<file path="src/rtl/axi3_rd_sram_responder_if.sv">
// rtl/axi3_rd_sram_responder_if.sv - AXI3 read-channel bundle (AR request fields, R response fields, ids)
interface axi3_rd_if #(
  parameter int BUS_WIDTH = 4
);

  typedef struct packed {
    logic        arvalid;
    logic [31:0] araddr;
    logic [3:0]  arlen;
    logic [2:0]  arsize;
    logic [1:0]  arburst;
    logic [1:0]  arlock;
    logic [3:0]  arcache;
    logic [2:0]  arprot;
    logic        rready;
  } axi3_rd_req_t;

  typedef struct packed {
    logic        arready;
    logic [31:0] rdata;
    logic [1:0]  rresp;
    logic        rlast;
    logic        rvalid;
  } axi3_rd_resp_t;

  logic [BUS_WIDTH-1:0] arid;
  logic [BUS_WIDTH-1:0] rid;
  axi3_rd_req_t         axi3_rd_req;
  axi3_rd_resp_t        axi3_rd_resp;

  modport master (
    output arid,
    output axi3_rd_req,
    input  rid,
    input  axi3_rd_resp
  );

  modport slave (
    input  arid,
    input  axi3_rd_req,
    output rid,
    output axi3_rd_resp
  );

endinterface

</file>
<file path="src/rtl/axi3_rd_sram_responder.sv">
// rtl/axi3_rd_sram_responder.sv - AXI3 read responder serving bursts from a fixed-latency RAM port
module axi3_rd_sram_responder #(
  parameter int          BUS_WIDTH   = 4,
  parameter int          ADDR_WIDTH  = 14,
  parameter logic [31:0] BASE_ADDR   = 32'h1fc0_0000,
  parameter int          MEM_LATENCY = 1,
  parameter int          FIFO_DEPTH  = 4
) (
  input  logic                  clk,
  input  logic                  rst,
  axi3_rd_if.slave              bus,
  output logic                  mem_en,
  output logic [ADDR_WIDTH-1:0] mem_addr,
  input  logic [31:0]           mem_rddata
);

  localparam int PTR_W = (FIFO_DEPTH > 1) ? $clog2(FIFO_DEPTH) : 1;
  localparam int CNT_W = $clog2(FIFO_DEPTH + 1);

  localparam logic [1:0] BURST_FIXED = 2'b00;
  localparam logic [1:0] BURST_INCR  = 2'b01;
  localparam logic [1:0] BURST_WRAP  = 2'b10;

  typedef enum logic [1:0] {S_IDLE, S_BURST, S_ERR} state_t;

  state_t                 state_q, state_d;
  logic                   arready_q, arready_d;
  logic [BUS_WIDTH-1:0]   id_q, id_d;
  logic [31:0]            cur_addr_q, cur_addr_d;
  logic [3:0]             len_q, len_d;
  logic [2:0]             size_q, size_d;
  logic [1:0]             burst_q, burst_d;
  logic [1:0]             err_q, err_d;
  logic [4:0]             issued_q, issued_d;
  logic [4:0]             sent_q, sent_d;

  logic [MEM_LATENCY-1:0] pipe_q;
  logic [31:0]            fifo_mem [FIFO_DEPTH];
  logic [PTR_W-1:0]       wr_ptr_q, rd_ptr_q;
  logic [CNT_W-1:0]       fifo_cnt_q;

  logic        issue, push, pop;
  logic        rvalid, rlast;
  logic [1:0]  rresp;
  logic [31:0] rdata;
  logic [7:0]  inflight, used;
  logic [31:0] step, incr_addr, wrap_mask, next_addr;
  logic        slverr, decerr, wrap_len_ok;
  logic        unused_ok;

  // Sideband AR attributes carry no meaning for a plain RAM target.
  assign unused_ok = ^{bus.axi3_rd_req.arlock, bus.axi3_rd_req.arcache, bus.axi3_rd_req.arprot};

  assign push     = pipe_q[MEM_LATENCY-1];
  assign mem_en   = issue;
  assign mem_addr = cur_addr_q[ADDR_WIDTH+1:2];
  assign bus.rid  = id_q;
  assign bus.axi3_rd_resp = {arready_q, rdata, rresp, rlast, rvalid};

  // Credit accounting: reads still inside the RAM pipeline already own a FIFO slot.
  always_comb begin
    inflight = '0;
    for (int i = 0; i < MEM_LATENCY; i++) begin
      inflight = inflight + {7'd0, pipe_q[i]};
    end
    used = 8'(fifo_cnt_q) + inflight;
  end

  // Next beat address; WRAP only rolls the bits below the aligned block size.
  always_comb begin
    step      = 32'd1 << size_q;
    incr_addr = cur_addr_q + step;
    wrap_mask = (({28'd0, len_q} + 32'd1) << size_q) - 32'd1;
    case (burst_q)
      BURST_INCR: next_addr = incr_addr;
      BURST_WRAP: next_addr = (cur_addr_q & ~wrap_mask) | (incr_addr & wrap_mask);
      default:    next_addr = cur_addr_q;
    endcase
  end

  // Request classification from the live AR fields.
  always_comb begin
    wrap_len_ok = (bus.axi3_rd_req.arlen == 4'd1) || (bus.axi3_rd_req.arlen == 4'd3) ||
                  (bus.axi3_rd_req.arlen == 4'd7) || (bus.axi3_rd_req.arlen == 4'd15);
    slverr = (bus.axi3_rd_req.arsize > 3'd2) || (bus.axi3_rd_req.arburst == 2'b11) ||
             ((bus.axi3_rd_req.arburst == BURST_WRAP) && !wrap_len_ok);
    decerr = bus.axi3_rd_req.araddr[31:ADDR_WIDTH+2] != BASE_ADDR[31:ADDR_WIDTH+2];
  end

  // FSM next state, RAM issue and R-channel outputs.
  always_comb begin
    state_d    = state_q;
    id_d       = id_q;
    cur_addr_d = cur_addr_q;
    len_d      = len_q;
    size_d     = size_q;
    burst_d    = burst_q;
    err_d      = err_q;
    issued_d   = issued_q;
    sent_d     = sent_q;
    issue      = 1'b0;
    pop        = 1'b0;
    rvalid     = 1'b0;
    rlast      = 1'b0;
    rresp      = 2'b00;
    rdata      = 32'd0;
    case (state_q)
      S_IDLE: begin
        if (bus.axi3_rd_req.arvalid && arready_q) begin
          id_d       = bus.arid;
          cur_addr_d = bus.axi3_rd_req.araddr;
          len_d      = bus.axi3_rd_req.arlen;
          size_d     = bus.axi3_rd_req.arsize;
          burst_d    = bus.axi3_rd_req.arburst;
          issued_d   = '0;
          sent_d     = '0;
          if (slverr) begin
            state_d = S_ERR;
            err_d   = 2'b10;
          end else if (decerr) begin
            state_d = S_ERR;
            err_d   = 2'b11;
          end else begin
            state_d = S_BURST;
          end
        end
      end
      S_BURST: begin
        issue = (issued_q <= {1'b0, len_q}) && (used < 8'(FIFO_DEPTH));
        if (issue) begin
          issued_d   = issued_q + 5'd1;
          cur_addr_d = next_addr;
        end
        rvalid = fifo_cnt_q != '0;
        rdata  = rvalid ? fifo_mem[rd_ptr_q] : 32'd0;
        rlast  = rvalid && (sent_q == {1'b0, len_q});
        pop    = rvalid && bus.axi3_rd_req.rready;
        if (pop) begin
          sent_d = sent_q + 5'd1;
          if (rlast) state_d = S_IDLE;
        end
      end
      S_ERR: begin
        rvalid = 1'b1;
        rresp  = err_q;
        rlast  = sent_q == {1'b0, len_q};
        if (bus.axi3_rd_req.rready) begin
          sent_d = sent_q + 5'd1;
          if (rlast) state_d = S_IDLE;
        end
      end
      default: state_d = S_IDLE;
    endcase
    arready_d = (state_d == S_IDLE);
  end

  // Burst context and FSM state registers.
  always_ff @(posedge clk) begin
    if (rst) begin
      state_q    <= S_IDLE;
      arready_q  <= 1'b0;
      id_q       <= '0;
      cur_addr_q <= '0;
      len_q      <= '0;
      size_q     <= '0;
      burst_q    <= '0;
      err_q      <= '0;
      issued_q   <= '0;
      sent_q     <= '0;
    end else begin
      state_q    <= state_d;
      arready_q  <= arready_d;
      id_q       <= id_d;
      cur_addr_q <= cur_addr_d;
      len_q      <= len_d;
      size_q     <= size_d;
      burst_q    <= burst_d;
      err_q      <= err_d;
      issued_q   <= issued_d;
      sent_q     <= sent_d;
    end
  end

  // RAM latency tracker and response FIFO pointers; reset drops in-flight reads.
  always_ff @(posedge clk) begin
    if (rst) begin
      pipe_q     <= '0;
      wr_ptr_q   <= '0;
      rd_ptr_q   <= '0;
      fifo_cnt_q <= '0;
    end else begin
      pipe_q <= (pipe_q << 1) | MEM_LATENCY'(issue);
      if (push) wr_ptr_q <= (wr_ptr_q == PTR_W'(FIFO_DEPTH - 1)) ? '0 : wr_ptr_q + 1'b1;
      if (pop)  rd_ptr_q <= (rd_ptr_q == PTR_W'(FIFO_DEPTH - 1)) ? '0 : rd_ptr_q + 1'b1;
      case ({push, pop})
        2'b10:   fifo_cnt_q <= fifo_cnt_q + 1'b1;
        2'b01:   fifo_cnt_q <= fifo_cnt_q - 1'b1;
        default: fifo_cnt_q <= fifo_cnt_q;
      endcase
    end
  end

  // Response FIFO storage; returning RAM data lands at the tail.
  always_ff @(posedge clk) begin
    if (!rst && push) fifo_mem[wr_ptr_q] <= mem_rddata;
  end

  // Credit gating must make a push into a full FIFO impossible.
  always @(posedge clk) begin
    if (!rst) begin
      assert (!(push && pop && (fifo_cnt_q == CNT_W'(FIFO_DEPTH))));
      assert (!(push && !pop && (fifo_cnt_q == CNT_W'(FIFO_DEPTH))));
    end
  end

endmodule

</file>
<file path="src/flat_wrapper.sv">
// flat-port wrapper written by rule: the top's interface ports become plain ports
module axi3_rd_sram_responder_flat 
#(
  parameter int          BUS_WIDTH   = 4,
  parameter int          ADDR_WIDTH  = 14,
  parameter logic [31:0] BASE_ADDR   = 32'h1fc0_0000,
  parameter int          MEM_LATENCY = 1,
  parameter int          FIFO_DEPTH  = 4
)
  (clk, rst, mem_en, mem_addr, mem_rddata, bus_arid, bus_axi3_rd_req, bus_rid, bus_axi3_rd_resp);
  axi3_rd_if #(.BUS_WIDTH(BUS_WIDTH)) bus_i ();
  input  logic clk;
  input  logic rst;
  output logic mem_en;
  output logic [ADDR_WIDTH-1:0] mem_addr;
  input  logic [31:0] mem_rddata;
  input wire logic [$bits(bus_i.arid)-1:0] bus_arid;
  input wire logic [$bits(bus_i.axi3_rd_req)-1:0] bus_axi3_rd_req;
  output wire logic [$bits(bus_i.rid)-1:0] bus_rid;
  output wire logic [$bits(bus_i.axi3_rd_resp)-1:0] bus_axi3_rd_resp;
  assign bus_i.arid = bus_arid;
  assign bus_i.axi3_rd_req = bus_axi3_rd_req;
  assign bus_rid = bus_i.rid;
  assign bus_axi3_rd_resp = bus_i.axi3_rd_resp;
  axi3_rd_sram_responder #(.BUS_WIDTH(BUS_WIDTH), .ADDR_WIDTH(ADDR_WIDTH), .BASE_ADDR(BASE_ADDR), .MEM_LATENCY(MEM_LATENCY), .FIFO_DEPTH(FIFO_DEPTH)) u_core (.clk(clk), .rst(rst), .bus(bus_i), .mem_en(mem_en), .mem_addr(mem_addr), .mem_rddata(mem_rddata));
endmodule
</file>
<file path="config.mk">
export PLATFORM = sky130hd
export DESIGN_NAME = axi3_rd_sram_responder_flat
export DESIGN_NICKNAME = d
export VERILOG_FILES = /design/src/rtl/axi3_rd_sram_responder_if.sv /design/src/rtl/axi3_rd_sram_responder.sv /design/src/flat_wrapper.sv
export SDC_FILE = /design/constraint.sdc
export NUM_CORES = 1
export LEC_CHECK = 0
export BUFFER_PORTS_ARGS = -buffer_cell sky130_fd_sc_hd__buf_2
export CAP_MARGIN = 15
export CORE_ASPECT_RATIO = 1.25
export CORE_UTILIZATION = 35
export DETAILED_ROUTE_END_ITERATION = 10
export GPL_ROUTABILITY_DRIVEN = 0
export GPL_TIMING_DRIVEN = 1
export SYNTH_ARGS = -nofsm -noshare
export SYNTH_HDL_FRONTEND = slang
export SYNTH_SLANG_ARGS = --single-unit
</file>
<file path="constraint.sdc">
create_clock -name clk -period 2.71 [get_ports clk]
set_input_delay 0.4065 -clock clk [delete_from_list [all_inputs] [get_ports clk]]
set_output_delay 0.4065 -clock clk [all_outputs]
set_load 0.01 [all_outputs]
</file>
=== Word level (Yosys, flattened, before mapping) ===
Memories as Yosys holds them, arrays and structs flattened. A register that Yosys moved wholly into a read port is not among the register bits.
Cells that the tools add are included.

* Bits in registers: 68
* RAM bits: 128
* Bits of input ports: 90
* Word-level logic and storage cells: 114
* Memories: 1

{| class="wikitable"
|+ Memories
! name !! depth !! bits a word !! rd ports !! clocked after Yosys merged registers in !! wr ports !! RTL line !! source
|-
| u_core.fifo_mem || 4 || 32 || 1 || 1 || 1 || axi3_rd_sram_responder.sv:38 || <nowiki>logic [31:0] fifo_mem [FIFO_DEPTH];</nowiki>
|}

* Add/sub/neg operators: 10
* $lt $le $gt $ge: 3
* Equal/unequal tests: 21
* Shift operators: 2
* Multiplexer cells: 34
* Bitwise logic cells: 4
* Reductions and logical operators: 25

{| class="wikitable"
|+ Operators with widths
! operator !! count
|-
| 32-bit two-way mux || 4
|-
| 32-bit one-hot mux with 2 select lines || 2
|-
| 32-bit bitwise AND || 2
|-
| 32-bit adder || 1
|-
| 32-bit inverter || 1
|-
| 32-bit OR || 1
|-
| 1-bit by 3-bit << shifter with 32-bit output, first input constant || 1
|-
| 32-bit by 3-bit << shifter with 32-bit output || 1
|-
| 32-bit by 1-bit subtractor with 32-bit output, second input constant || 1
|-
| 2-bit two-way mux || 14
|-
| 5-bit two-way mux || 4
|-
| 16-bit by 13-bit inequality test with 1-bit output, second input constant || 1
|-
| 5-bit one-hot mux with 3 select lines || 1
|-
| 2-bit == test, second input constant || 7
|-
| 5-bit by 1-bit adder with 5-bit output, second input constant || 2
|-
| 5-bit one-hot mux with 2 select lines || 1
|-
| 8-bit by 3-bit less-than comparator with 1-bit output, second input constant || 1
|-
| 4-bit AND reduction || 2
|-
| 2-bit by 1-bit == test with 1-bit output, second input constant || 3
|-
| 1-bit logical AND || 6
|-
| 2-bit by 1-bit inequality test with 1-bit output, second input constant || 3
|-
| 2-bit one-hot mux with 3 select lines || 1
|-
| 3-bit one-hot mux with 2 select lines || 1
|-
| 3-bit AND reduction || 2
|-
| other kinds (22) || 36
|}

=== Logic depth before layout (Yosys ltp) ===
Gate-level depths: netlist of run 1.

* Word-level depth: 11
* Mapped depth: 13

=== Worst setup path after synthesis of run 1 ===
Ideal clock, no wire load.

* Kind: reg2reg
* Start: register u_core.size_q[1]
* End: register with a tool-made name
* Data arrival time: 2738 ps
* Setup slack: -132 ps
* Cell stages (with the launch flop): 14
* Path buffers: 3
* Path through: dfxtp_1 -> buf_2 -> buf_1 -> clkbuf_1 -> and3_1 -> ha_1 -> o21ai_0 -> o21ai_0 -> and2_1 -> o21ai_0 -> nor2_1 -> xor2_1 -> a211oi_2 -> a2111oi_2

{| class="wikitable"
|+ RTL lines
! item !! RTL line !! source
|-
| start, declared || axi3_rd_sram_responder.sv:31 || <nowiki>logic [2:0] size_q, size_d;</nowiki>
|-
| start signal, assigned || axi3_rd_sram_responder.sv:176 || <nowiki>size_q <= size_d;</nowiki>
|}

==> out/qor.log, run 1 <==
qor: timing.timing.final.crit_share 0.966
qor: die.floorplan.core_area 25300 um^2
qor: setup_path.timing.reg2reg.worst_path_depth 10
qor: drt.post_drt_via_cell_ratio 5.08
qor: die.chipWidth 146 um
qor: hold_path.min_path_type in -> reg
qor: drt.drt-total-wl 21900 um
qor: grt.grt_first_pass_wirelength 34800 um
qor: hold_path.hp-start mem_rddata[25]
qor: hold_path.min_path_cells 1
qor: setup_path.critical_path_peak_fanout 9
qor: synth.async_reset_ff_frac 0
qor: grt.grt_overflow_total 0
qor: synth.number_of_distinct_library_cell_variants_in_the_gate_level_netlist_after_synthesis 82
qor: timing.worst_slew_margin_rel 0.546
qor: power_and_ir_drop.leakagePower 4.34 nW
qor: timing.rsz0062_at_grt yes
qor: placed_design.number_of_buffers_added_on_ports 136
qor: setup_path.setup.worst_path.end_class register
qor: grt.grt_start_max_net_pins 46
qor: power_and_ir_drop.fin_total_pwr 6.33 mW
qor: drt.drt_pass1_iterations 4
qor: drt.initialDrtViolationCount 218
qor: synth.ys_seq_area_frac 0.546
qor: cts.number_of_clock_buffers_inserted_by_tritoncts 17
qor: timing.clock-skew-final 0.0187 ns
qor: grt.met2_use_gr 0.324
qor: setup_path.cp.required 3.06 ns
qor: drt.drcViolationCount 0
qor: cts.tritoncts yes
qor: die.initial_core_util 0.357
qor: cts.clock_tree.htree_level_count 4
qor: run.timing.max_cap.violations 0
qor: die.dieHeight 181 um
qor: die.boundaryPins 146
qor: timing.worst-slew-pin-transition 0.677 ns
qor: finish.number_of_diodes_added_for_antenna_fixing 0
qor: timing.fin_tns_setup 0 ns
qor: synth.count_of_yosys_warnings_during_synthesis 0
qor: die.core.rowCount 65
qor: setup_path.critical_path.startpoint_type register
qor: synth.postSynthCellCount 741
qor: setup_path.reg2reg_setup_slack 0.09 ns
qor: finish.post_route_cells_drive_above_1_share 0.363
qor: timing.fmax 0.382 GHz
qor: timing.maxSlewViolCount 0
qor: grt.antenna_found_initial 2
qor: hold_path.min_to u_core.fifo_mem[2][25]
qor: grt.grt_busiest_layer met2
qor: cts.deepest_clock_path_buffer_count 2
qor: drt.drtAntennaViolNets 0
qor: synth.synth_seq_cells 182
qor: grt.first_global_vias 6610
qor: cts.path_clk_slew 0.08 ns
qor: timing.hold_viol_final 0
qor: synth.synthesis.nets 859
qor: grt.globalRouteMet3Util 0.0324
qor: cts.cts_sinks 182
qor: outcome.result_of_the_run complete, no violations
qor: synth.synth_enable_flop_cells 128
qor: cts.clkLatencyLatePin 0.44 ns
qor: grt.groute.layer.met1.usage 0.189
qor: timing.finalSetupViolations 0
qor: synth.post_synth_instance_area 9020 um^2
qor: power_and_ir_drop.power_density 565 nW/um^2
qor: power_and_ir_drop.ir_drop 0.410 mV
qor: timing.finalCriticalPeriod 2.62 ns
qor: die.fp.dieArea 26400 um^2
qor: finish.design.final.nets 1035
qor: setup_path.arrival_time_at_the_worst_endpoint 2.97 ns
qor: synth.synth-main-ff-cell sky130_fd_sc_hd__edfxtp_1
qor: setup_path.type_of_the_setup_path_with_the_least_slack reg -> reg
qor: drt.vias 6426
qor: setup_path.crit-reg2reg-launch u_core.len_q[0]
qor: drt.wl_per_cell 17.3 um
qor: placed_design.place.detailed.hpwl 15100 um
qor: finish.area_growth_syn_to_layout 24.3%
qor: grt.globalRouteTotalUtil 0.172
qor: cts.ctsRootBufferMaster sky130_fd_sc_hd__clkbuf_16
qor: synth.synth.avg_cell_area 12.2 um^2
==> worst max-delay path, cell delays in order, from the launching register on <==
cell                       delay (ns)
sky130_fd_sc_hd__dfxtp_2         0.34
sky130_fd_sc_hd__buf_6           0.14
sky130_fd_sc_hd__buf_4           0.15
sky130_fd_sc_hd__and4b_4         0.21
sky130_fd_sc_hd__o21ai_4         0.19
sky130_fd_sc_hd__a31oi_1         0.11
sky130_fd_sc_hd__o221a_1         0.27
sky130_fd_sc_hd__or4_4           0.57
sky130_fd_sc_hd__xor2_2          0.18
sky130_fd_sc_hd__o211a_1         0.22
sky130_fd_sc_hd__a211oi_2        0.17
==> area by class of cell <==
class,instances,area (um^2)
inverter,22,82.6
tap,335,419
timing repair buffer,217,1330
multi-input combinational,477,3820
clock inverter,15,194
sequential,182,4940
fill,2369,14100
clock buffer,17,425
==> cells in the final DEF (no fill, tap or decap), types with 11 or more instances in the layout <==
cell type,instances
sky130_fd_sc_hd__mux2i_1,11
sky130_fd_sc_hd__and3_1,39
sky130_fd_sc_hd__edfxtp_1,128
sky130_fd_sc_hd__buf_2,136
sky130_fd_sc_hd__dfxtp_1,45
sky130_fd_sc_hd__nor3_1,12
sky130_fd_sc_hd__nand2_1,52
sky130_fd_sc_hd__a21oi_1,43
sky130_fd_sc_hd__o21ai_0,17
sky130_fd_sc_hd__inv_1,20
sky130_fd_sc_hd__nor2_1,51
sky130_fd_sc_hd__nand2b_1,12
sky130_fd_sc_hd__buf_4,76
sky130_fd_sc_hd__clkbuf_16,17
sky130_fd_sc_hd__ha_1,22
sky130_fd_sc_hd__mux4_2,32
sky130_fd_sc_hd__nand3_1,13
sky130_fd_sc_hd__xor2_1,14
==> synthesized netlist by cell type, types with 7 or more instances <==
master | instances | area share
sky130_fd_sc_hd__clkbuf_1 | 32 | 0.013
sky130_fd_sc_hd__nand3_1 | 13 | 0.0072
sky130_fd_sc_hd__ha_1 | 26 | 0.036
sky130_fd_sc_hd__nand2_1 | 54 | 0.022
sky130_fd_sc_hd__xnor2_1 | 10 | 0.0097
sky130_fd_sc_hd__buf_4 | 19 | 0.016
sky130_fd_sc_hd__a31oi_1 | 7 | 0.0049
sky130_fd_sc_hd__edfxtp_1 | 128 | 0.43
sky130_fd_sc_hd__mux2i_1 | 12 | 0.013
sky130_fd_sc_hd__inv_1 | 21 | 0.0087
sky130_fd_sc_hd__xor2_1 | 15 | 0.015
sky130_fd_sc_hd__nor3_1 | 13 | 0.0072
sky130_fd_sc_hd__mux4_2 | 32 | 0.080
sky130_fd_sc_hd__o21ai_0 | 20 | 0.011
sky130_fd_sc_hd__and3_1 | 45 | 0.031
sky130_fd_sc_hd__and2_1 | 11 | 0.0076
sky130_fd_sc_hd__nand2b_1 | 12 | 0.0083
sky130_fd_sc_hd__nor2_1 | 52 | 0.022
sky130_fd_sc_hd__dfxtp_1 | 54 | 0.12
sky130_fd_sc_hd__a21oi_1 | 43 | 0.024
==> what timing repair did <==
action / in CTS / in global routing
pin swaps: 1 / 13
endpoints found under the setup margin: 9 / 12
hold buffers: 0 / 0
gates cloned: 0 / 0
buffers inserted: 1 / 1
gates resized for setup: 10 / 27
==> sequential cells by signal (all words and copies together) (netlist names), named ones only <==
register / flops
u_core.bus.rid: 4
u_core.sent_q: 5
u_core.arready_q: 1
u_core.burst_q: 2
u_core.fifo_mem: 128
u_core.wr_ptr_q: 2
u_core.len_q: 4
u_core.fifo_cnt_q: 3
u_core.size_q: 3
u_core.rd_ptr_q: 2
u_core.err_q: 2
u_core.issued_q: 5
u_core.state_q: 2
u_core.pipe_q: 1
==> worst max path at each step <==
| stage | startpoint | end | slack [ns] | depth (start not counted) |
|---|---|---|---|---|
| global route | u_core.len_q[0] | register | -0.02 | 10 |
| detailed placement | u_core.size_q[0] | register | -0.07 | 9 |
| CTS | u_core.len_q[0] | register | 0.0009 | 10 |
| global placement | u_core.size_q[0] | register | -0.07 | 9 |
| floorplan | u_core.size_q[1] | register | -0.01 | 13 |
| finish | u_core.len_q[0] | register | 0.09 | 10 |
==> cells by family after synthesis <==
group	synth area share
simple gates	0.138
flops	0.546
fa+ha+maj	0.0405
mux	0.0982
buf+inv	0.0437
xor+xnor	0.0261
compound gates	0.107
==> power by group <==
| part | leakage, nW | internal [mW] | switching, mW | total, mW |
|---|---|---|---|---|
| Sequential | 1.59 | 3.01 | 0.0508 | 3.06 |
| Combinational | 2.44 | 0.333 | 0.351 | 0.684 |
| Clock | 0.299 | 1.34 | 1.24 | 2.59 |
==> stage by stage <==
stage	cell area [um^2]	utilization	hold slack [ns]	cells	setup WS, ns
3_3_place_gp	10400	0.413	0.441	1231	-0.0684
3_5_place_dp	10400	0.413	0.447	1231	-0.0665
2_1_floorplan	9020	-	0.432	741	-0.0143
4_1_cts	11100	0.440	0.162	1264	0.000943
6_report	11200	0.443	0.178	1265	0.0917
5_1_grt	11200	0.443	0.167	1265	-0.0247
==> routing by layer <==
| layer | part of all wire | wire length, um | vias to the layer above |
|---|---|---|---|
| li1 | - | - | 3142 |
| met1 | 0.40 | 8860 | 3133 |
| met2 | 0.54 | 11700 | 125 |
| met3 | 0.043 | 934 | 22 |
| met4 | 0.015 | 337 | 4 |
| met5 | 0.0012 | 27 | - |
(Power assumes the default switching activity.)
==> run 2: changes to the inputs <==
clock period = 3 ns   (was 2.71 ns; I/O delays follow)
==> run 2 against run 1 <==
Routed wire length fell by 1.0%. Critical path type unchanged. Global-route usage decreased by 0.37 points. Critical path depth is 1 lower. Setup slack improved by 0.16 ns. Cell count decreased by 3.6%. Via count is 1.0% lower. Clock power fell by 13%. Non-clock buffer count fell by 46. Maximum frequency shrank 4.7%. Largest cell class unchanged. Clock skew shrank 0.0053 ns. Sequential share of layout area is 1.6 points higher.
==> out/qor.log, run 2 (synthesis results as in run 1) <==
qor: cts.tritoncts yes
qor: power_and_ir_drop.leakagePower 4.10 nW [-5.5%]
qor: timing.hold_slack 0.224 ns [+0.0456 ns]
qor: setup_path.crit_buf_inv 1 [-1]
qor: setup_path.slowest_delay 0.56 ns [about the same]
qor: timing.hold_viol_final 0 [unchanged]
qor: drt.initialDrtViolationCount 297 [+36%]
qor: timing.fmax 0.364 GHz [-4.7%]
qor: timing.maxSlewViolCount 0 [unchanged]
qor: setup_path.critical_path.startpoint_type register
qor: timing.rsz0062_at_grt no
qor: setup_path.arrival_time_at_the_worst_endpoint 3.07 ns [+0.10 ns]
qor: grt.grt_start_max_net_pins 53 [+15%]
qor: die.chipWidth 146 um [unchanged]
qor: placed_design.placedCellCount 1187 [-3.6%]
qor: grt.grt_overflow_total 0 [unchanged]
qor: drt.vias 6359 [-1.0%]
qor: placed_design.number_of_buffers_added_on_ports 136 [unchanged]
qor: finish.largest_reg_flops 128 [unchanged]
qor: hold_path.min_path_type in -> reg
qor: setup_path.cp.required 3.33 ns [+0.27 ns]
qor: timing.clock-skew-final 0.0134 ns [-0.00527 ns]
qor: finish.design.final.nets 989 [-4.4%]
qor: placed_design.place.detailed.hpwl 14700 um [-2.7%]
qor: grt.grt_first_pass_wirelength 34200 um [-1.7%]
qor: cts.path_clk_slew 0.08 ns [about the same]
qor: timing.fin_tns_setup 0 ns [unchanged]
qor: timing.worst_slew_margin_rel 0.551 [+0.00589]
qor: drt.wl_per_cell 17.8 um [+2.6%]
qor: drt.drtAntennaViolNets 0 [unchanged]
qor: finish.post_route_cells_drive_above_1_share 0.311 [-0.0524]
qor: cts.ctsRootBufferMaster sky130_fd_sc_hd__clkbuf_16
qor: cts.cts_sinks 182 [unchanged]
qor: die.boundaryPins 146 [unchanged]
qor: grt.first_global_vias 6349 [-3.9%]
qor: placed_design.preCtsSetupSlack 0.0877 ns [+0.154 ns]
qor: drt.drt-total-wl 21700 um [-1.0%]
qor: power_and_ir_drop.ir_drop 0.338 mV [-18%]
qor: timing.final.setup.worst_slack 0.254 ns [+0.162 ns]
qor: setup_path.cp_cell_sequence buf_4 -> or3b_1 -> o311ai_2 -> nor3_1 -> a21oi_4 -> or4_4 -> o21ai_2 -> a21oi_1 -> a311oi_1
qor: finish.layout.cells.most_common sky130_fd_sc_hd__buf_2
qor: setup_path.critical_path_peak_fanout 15 [+6]
qor: timing.finalCriticalPeriod 2.75 ns [+0.128 ns]
qor: finish.registers.top_by_ff_count u_core.fifo_mem
qor: power_and_ir_drop.power_density 514 nW/um^2 [-8.9%]
qor: cts.clock_tree.htree_level_count 4 [unchanged]
qor: setup_path.type_of_the_setup_path_with_the_least_slack reg -> reg
qor: finish.area_growth_syn_to_layout 19.8%
qor: cts.deepest_clock_path_buffer_count 2 [unchanged]
qor: grt.globalRouteTotalUtil 0.168 [-0.00375]
qor: finish.reg.largest.list u_core.fifo_mem: 128 flops, u_core.issued_q: 5 flops, u_core.sent_q: 5 flops
qor: cts.post_cts_buffers 0 [-1]
qor: die.core.rowCount 65 [unchanged]
qor: cts.number_of_clock_buffers_inserted_by_tritoncts 17 [unchanged]
qor: die.dieHeight 181 um [unchanged]
qor: cts.clkLatencyLatePin 0.44 ns [about the same]
qor: grt.antenna_found_initial 1 [-1]
qor: outcome.result_of_the_run complete, no violations
qor: drt.drcViolationCount 0 [unchanged]
qor: timing.timing.final.crit_share 0.915 [-0.0507]
qor: die.initial_core_util 0.357 [unchanged]
qor: finish.layoutNonFillerInstCount 1220 [-3.6%]
qor: die.fp.dieArea 26400 um^2 [unchanged]
qor: timing.finalSetupViolations 0 [unchanged]
qor: drt.post_drt_via_cell_ratio 5.21 [+2.6%]
qor: setup_path.path_delay_family simple AND/OR/NAND/NOR gates
qor: setup_path.timing.critical_path.slowest_stage_cell sky130_fd_sc_hd__or4_4
qor: drt.drt_pass1_iterations 4 [unchanged]
qor: die.floorplan.core_area 25300 um^2 [unchanged]
qor: run.timing.max_cap.violations 0 [unchanged]
qor: setup_path.setup.worst_path.end_class register
qor: timing.worst-slew-pin-transition 0.668 ns [-0.00877 ns]
qor: finish.layout.cells.most_common_list sky130_fd_sc_hd__buf_2, sky130_fd_sc_hd__edfxtp_1, sky130_fd_sc_hd__nand2_1
[run 2: changes by cell type in the layout (fill, tap and decap cells not counted), sizes merged]
cell / delta
bufinv: -1
inv: -4
clkinv: +6
diode: +1
buf: -46
clkinvlp: -1
[run 2: final timing paths]
path / start / to / slack (ns) / cells after the start
hold reg to reg: u_core.bus.rid[0] / u_core.bus.rid[0] / 0.46 / 2
hold / removal: mem_rddata[9] / u_core.fifo_mem[2][9] / 0.22 / 1
setup reg to reg: u_core.size_q[0] / register / 0.25 / 9
setup / recovery: u_core.size_q[0] / register / 0.25 / 9
[run 2: metrics by stage]
stage / total power [mW] / area (um^2) / utilization
6_report: 5.56 / 10800 / 0.427
5_1_grt: 5.80 / 10800 / 0.427
4_1_cts: 5.61 / 10800 / 0.426
3_5_place_dp: 3.35 / 10200 / 0.402
3_3_place_gp: 3.34 / 10200 / 0.402
2_1_floorplan: 3.17 / 9020 / -
[run 2: cell type report]
| cell class | instances | area [um^2] |
|---|---|---|
| multi-input combinational | 477 | 3740 |
| clock inverter | 15 | 184 |
| antenna | 1 | 2.50 |
| sequential | 182 | 4930 |
| clock buffer | 17 | 425 |
| inverter | 22 | 82.6 |
| timing repair buffer | 171 | 1020 |
| tap | 335 | 419 |
| fill | 2389 | 14500 |
[run 2: per-layer routing]
layer,GRT usage,vias to the layer above,wire (um)
li1,-,3051,-
met4,0.0623,2,395
met2,0.313,133,11600
met1,0.188,3144,8870
met3,0.0324,29,808
met5,0,-,13
[run 2: what timing repair did]
| item | CTS | global route |
|---|---|---|
| resized for setup | 0 | 10 |
| hold buffers | 0 | 0 |
| endpoints found under the setup margin | 0 | 7 |
[run 2: power by group]
part,internal [mW],switching [mW],leakage [nW]
sequential,2.72,0.0476,1.59
clock,1.13,1.12,0.294
combinational,0.238,0.298,2.21
